**src/rtl/ysyx_23060072_lsu_stage.sv**
```systemverilog
// ysyx_23060072_lsu_stage: load/store stage with a request/grant/rvalid bus and a one-cycle write-back pulse
module ysyx_23060072_lsu_stage (
    input  logic        clk,
    input  logic        rst,
    input  logic        valid_i,
    output logic        ready_o,
    input  logic [31:0] pc_i,
    input  logic        wb_en_i,
    input  logic [4:0]  wb_addr_i,
    input  logic [31:0] result_i,
    input  logic [31:0] store_data_i,
    input  logic [1:0]  mem_op_i,
    input  logic [2:0]  funct3_i,
    output logic        mem_req_o,
    output logic        mem_we_o,
    output logic [31:0] mem_addr_o,
    output logic [3:0]  mem_wstrb_o,
    output logic [31:0] mem_wdata_o,
    input  logic        mem_gnt_i,
    input  logic        mem_rvalid_i,
    input  logic [31:0] mem_rdata_i,
    output logic        wb_flag_o,
    output logic [31:0] pc_o,
    output logic [4:0]  wb_addr_o,
    output logic [31:0] wb_data_o,
    output logic        err_o
);
    typedef enum logic [1:0] {IDLE, REQ, WAIT} state_t;
    state_t state, state_n;
    logic        accept, is_mem, is_store, bad_f3, misal, fault, go;
    logic [1:0]  off;
    logic [3:0]  st_strb;
    logic [31:0] st_data, shifted, ld_data;
    logic [31:0] pc_q;
    logic [4:0]  wb_addr_q;
    logic        wb_en_q;
    logic [2:0]  funct3_q;
    logic [1:0]  off_q;
    assign ready_o  = (state == IDLE) && !rst;
    assign accept   = valid_i && ready_o;
    assign off      = result_i[1:0];
    assign is_mem   = mem_op_i[0] ^ mem_op_i[1];
    assign is_store = mem_op_i == 2'b10;
    assign bad_f3   = funct3_i == 3'b011 || funct3_i[2:1] == 2'b11 || (is_store && funct3_i[2]);
    assign misal    = (funct3_i[1:0] == 2'b01 && off[0]) || (funct3_i == 3'b010 && off != 2'b00);
    assign fault    = mem_op_i == 2'b11 || (is_mem && (bad_f3 || misal));
    assign go       = accept && is_mem && !fault;
    assign st_strb  = funct3_i[1:0] == 2'b00 ? 4'b0001 << off :
                      funct3_i[1:0] == 2'b01 ? 4'b0011 << off : 4'b1111;
    assign st_data  = funct3_i[1:0] == 2'b00 ? {4{store_data_i[7:0]}} :
                      funct3_i[1:0] == 2'b01 ? {2{store_data_i[15:0]}} : store_data_i;
    assign shifted  = mem_rdata_i >> {off_q, 3'b000};
    assign ld_data  = funct3_q[1] ? mem_rdata_i :
                      funct3_q[0] ? {{16{~funct3_q[2] & shifted[15]}}, shifted[15:0]} :
                                    {{24{~funct3_q[2] & shifted[7]}}, shifted[7:0]};
    // state register
    always_ff @(posedge clk) begin
        if (rst) state <= IDLE;
        else     state <= state_n;
    end
    // next state: stores retire on grant (posted), loads wait for read data
    always_comb begin
        state_n = state;
        if (state == IDLE && go)           state_n = REQ;
        if (state == REQ && mem_gnt_i)     state_n = mem_we_o ? IDLE : WAIT;
        if (state == WAIT && mem_rvalid_i) state_n = IDLE;
    end
    // bus request, operand capture and write-back/error pulses
    always_ff @(posedge clk) begin
        if (rst) begin
            mem_req_o   <= 1'b0;
            mem_we_o    <= 1'b0;
            mem_addr_o  <= 32'd0;
            mem_wstrb_o <= 4'd0;
            mem_wdata_o <= 32'd0;
            wb_flag_o   <= 1'b0;
            err_o       <= 1'b0;
            pc_o        <= 32'd0;
            wb_addr_o   <= 5'd0;
            wb_data_o   <= 32'd0;
            pc_q        <= 32'd0;
            wb_addr_q   <= 5'd0;
            wb_en_q     <= 1'b0;
            funct3_q    <= 3'd0;
            off_q       <= 2'd0;
        end else begin
            wb_flag_o <= 1'b0;
            err_o     <= 1'b0;
            if (accept && mem_op_i == 2'b00) begin
                pc_o      <= pc_i;
                wb_addr_o <= wb_addr_i;
                wb_data_o <= result_i;
                wb_flag_o <= wb_en_i && wb_addr_i != 5'd0;
            end
            if (accept && fault) err_o <= 1'b1;
            if (go) begin
                mem_req_o   <= 1'b1;
                mem_we_o    <= is_store;
                mem_addr_o  <= {result_i[31:2], 2'b00};
                mem_wstrb_o <= is_store ? st_strb : 4'b0000;
                mem_wdata_o <= is_store ? st_data : 32'd0;
                pc_q        <= pc_i;
                wb_addr_q   <= wb_addr_i;
                wb_en_q     <= wb_en_i && wb_addr_i != 5'd0;
                funct3_q    <= funct3_i;
                off_q       <= off;
            end
            if (state == REQ && mem_gnt_i) mem_req_o <= 1'b0;
            if (state == WAIT && mem_rvalid_i) begin
                pc_o      <= pc_q;
                wb_addr_o <= wb_addr_q;
                wb_data_o <= ld_data;
                wb_flag_o <= wb_en_q;
            end
        end
    end
endmodule

```
**config.mk**
```make
export PLATFORM = sky130hd
export DESIGN_NAME = ysyx_23060072_lsu_stage
export DESIGN_NICKNAME = d
export VERILOG_FILES = /design/src/rtl/ysyx_23060072_lsu_stage.sv
export SDC_FILE = /design/constraint.sdc
export NUM_CORES = 1
export LEC_CHECK = 0
export BUFFER_PORTS_ARGS = -buffer_cell sky130_fd_sc_hd__buf_2
export CAP_MARGIN = 20
export CORE_UTILIZATION = 40
export CTS_CLUSTER_SIZE = 40
export DETAILED_ROUTE_END_ITERATION = 16
export GPL_TIMING_DRIVEN = 1
export HOLD_SLACK_MARGIN = 0.06
export PLACE_DENSITY = 0.78
export SYNTH_ARGS = -nofsm -noshare
export SYNTH_HDL_FRONTEND = slang
export SYNTH_SLANG_ARGS = --single-unit
```
**constraint.sdc**
```tcl
create_clock -name clk -period 1.7 [get_ports clk]
set_input_delay 0.085 -clock clk [delete_from_list [all_inputs] [get_ports clk]]
set_output_delay 0.085 -clock clk [all_outputs]
set_load 0.01 [all_outputs]
```
==> results.md <==
- Finish-stage setup viols: 182
- XOR/XNOR Fraction of Synth Area: 0
- Ys async rst share: 0
- Post-route minimum period: between 1.5 and 2 ns
- Top Metal Used: met5
- Mux share of post-synthesis cell area: 0.0498
- Critical path buffers and inverters: 4
- Top-count cell post-synth: dfxtp_1
- Synth Area in Compound Gates: 0.263
- Total GRT Usage: 0.304
- Largest family of logic cells by synthesized area: compound AO/OA/AOI/OAI gates
- Chip height: 147 um
- Synth top area share: 0.439
- Placer Congestion: 0.936
- CP max stage delay: 0.40 ns
- Area of the core: roughly 0.02 mm2
- GRT overflow: 0
- M1 WL: ~14 mm
- Largest net degree at the start of global routing: 186
- Slew HR: 0.353
- Post-Syn Area: 0.00840 mm2
- Worst Path Required: 1.99 ns
- Synth Area in Simple Gates: 0.177
- First-pass GRT wire length: 51.9 mm
- CTS tree: yes
- Clock slew at reported path FFs: 0.07 ns
- Hold Vio Cnt, Final: 0
- IO Count: around 290
- Worst skew pair latency: ~0.43 ns
- Setup TNS: -28.78 ns
- Clock net sink count: 184
- Yosys cell types: 49
- Hold_ws: 0.0742 ns
- Outcome: finished with violations
- Delay-heaviest family, CP: simple AND/OR/NAND/NOR gates
- Final net count: 1574
- Final setup skew: about 0.0096 ns
- Initial antenna violation count: 3
- Vias: 10700
- Multi-input logic area: 0.00485 mm2
- DR vias/cell: 6.26
- Ys Warns: 0
- Clk buf depth: 2
- Worst EP arrival: 2.26 ns
- Filler Cells Inserted: 1518
- PnR worst setup slack: -0.270 ns
- RSZ-0062 raised after global routing: true
- Final Cell Area: 0.0135 mm2
- Routed WL: 39.1 mm
- Final ANT Viol Nets: 0
- Mean Syn Cell Area: 8.19 um2
- Vias in the first global route: 9605
- Total Power: 10.3 mW
- Finished Layout Cells: 1708
- Register area share after synthesis: 0.439
- Rows: 52
- Pwr Density: 764 mW/mm2
- Number of synthesized flops with an enable pin: 0
- CTS Buf Count: 17
- Critical-path cell list: buf_4 > nor4b_2 > buf_4 > buf_6 > nand2_8 > buf_12 > nor2_1 > a2111oi_4
- Worst setup SP type: flip-flop
- Max stage delay cell, worst path: nor2_1
- Area contributors post-synth: dfxtp_1 44%, a21oi_1 9.4%, o21ai_0 7.2%
- DR pass1 iterations: 6
- Storage element area: 0.00369 mm2
- CP Class: reg2reg
- Cells after Synth: ~1000
- Initial DRC Count: 1266
- Area leader, netlist: dfxtp_1
- Starting density of the core: 0.411
- Tightest Pin Transition: 0.971 ns
- Worst hold path class: in2reg
- Share of layout cells above drive strength 1: 0.369
- Cells after DPL: 1514
- Dpl ws: -0.196 ns
- Root buf cell: clkbuf_16
- Die width: approximately 150 um
- Failing checks: setup timing
- DRC viols: 0
- Routed length per placed instance: 22.9 um
- Area Overhead vs Synth: 60.9%
- CP max FO: 9
- Max_cap viols: 0
- Port buffer count: 283
- Top FF cell, synth: dfxtp_1
- Detail Placement HPWL: 19.7 mm
- Adder-cell area share of the yosys netlist: 0.0104
- Fin. max-slew vios: 0
- Pleak: 5.30 nW
- Met3 WL: roughly 4.6 mm
- Dpl cell area: 0.0104 mm2
- Post-synth top cells: 184 x dfxtp_1, 158 x a21oi_1, 121 x o21ai_0
- Cell repeated most along the worst path: buf_4
- Die footprint: 0.0216 mm2
- VDD IR max: 658 uV
- Fin crit share: 1.16
- CP endpoint kind: flip-flop
- WL met2: 17.6 mm
- Number of synthesized register bits: approximately 180
- FMAX: 508 MHz
- CTS H-tree depth: 4
- Finished Core Util: 0.661
-- tightest hold or removal path: stages --
cell and delay, ns:
buf_2 0.21, nand3_2 0.11, a21oi_2 0.05
-- final timing paths --
kind / startpoint / endpoint / slack (ns) / depth (start not counted)
worst min-delay path: funct3_i[0] / funct3_q[0] / 0.07 / 3
worst max-delay path: state[1] / wb_data_o[29] / -0.27 / 8
worst max register to register: state[1] / wb_data_o[29] / -0.27 / 8
worst min register to register: pc_o[3] / pc_o[3] / 0.45 / 2
-- routing by layer --
metal / global-route usage / vias to the layer above
met5: 0 / -
met4: 0.171 / 2
met3: 0.0711 / 254
met2: 0.477 / 919
met1: 0.385 / 4946
li1: - / 4573
-- report_power, final --
part,internal [mW],total [mW],switching [mW]
clock,2.32,4.15,1.83
combinational,0.761,1.74,0.977
sequential,4.38,4.43,0.0471
-- cell type report --
cell class	count	share of cell area
Antenna cell	2	0.000370
Clock buffer	21	0.0348
Clock inverter	11	0.0102
Inverter	11	0.00306
Multi-Input combinational cell	717	0.359
Sequential cell	184	0.273
Tap cell	270	0.0250
Timing Repair Buffer	492	0.294
-- sequential cells by signal (all words and copies together) (netlist names) --
register and count:
mem_req_o 1, wb_en_q 1, pc_q 32, pc_o 32, mem_wdata_o 32, wb_addr_o 5
off_q 2, mem_we_o 1, wb_data_o 32, wb_flag_o 1, funct3_q 3, wb_addr_q 5
mem_addr_o 30, state 2, err_o 1, mem_wstrb_o 4
-- cell families (layout without fill, tap and decap cells) --
logic type	count (synthesis)	count (layout)
buf+inv	125	535
fa+ha+maj	7	7
mux	39	39
simple gates	293	293
compound gates	376	376
flops	184	184
other cells	1	4
-- repair_timing --
item	in CTS	in global routing
gates cloned	4	19
hold endpoints to repair	162	0
setup buffers	4	9
pin swaps	7	74
setup endpoints to repair	125	174
hold buffers	124	0
gates resized for setup	56	162
-- cells in the final DEF (no fill, tap or decap), types with 12 or more instances in the layout --
master,n
mux2i_1,26
o21ai_2,21
nand4_1,35
dfxtp_1,181
a22oi_1,37
dlygate4sd3_1,123
nor2_1,38
clkbuf_16,32
buf_12,22
a21oi_2,13
nand3_1,35
buf_2,282
nand2_1,76
a21oi_1,146
mux2_2,12
nand3_2,45
buf_4,36
o21ai_1,62
o21ai_0,37
Note: power is estimated with default switching activity, not from simulation.
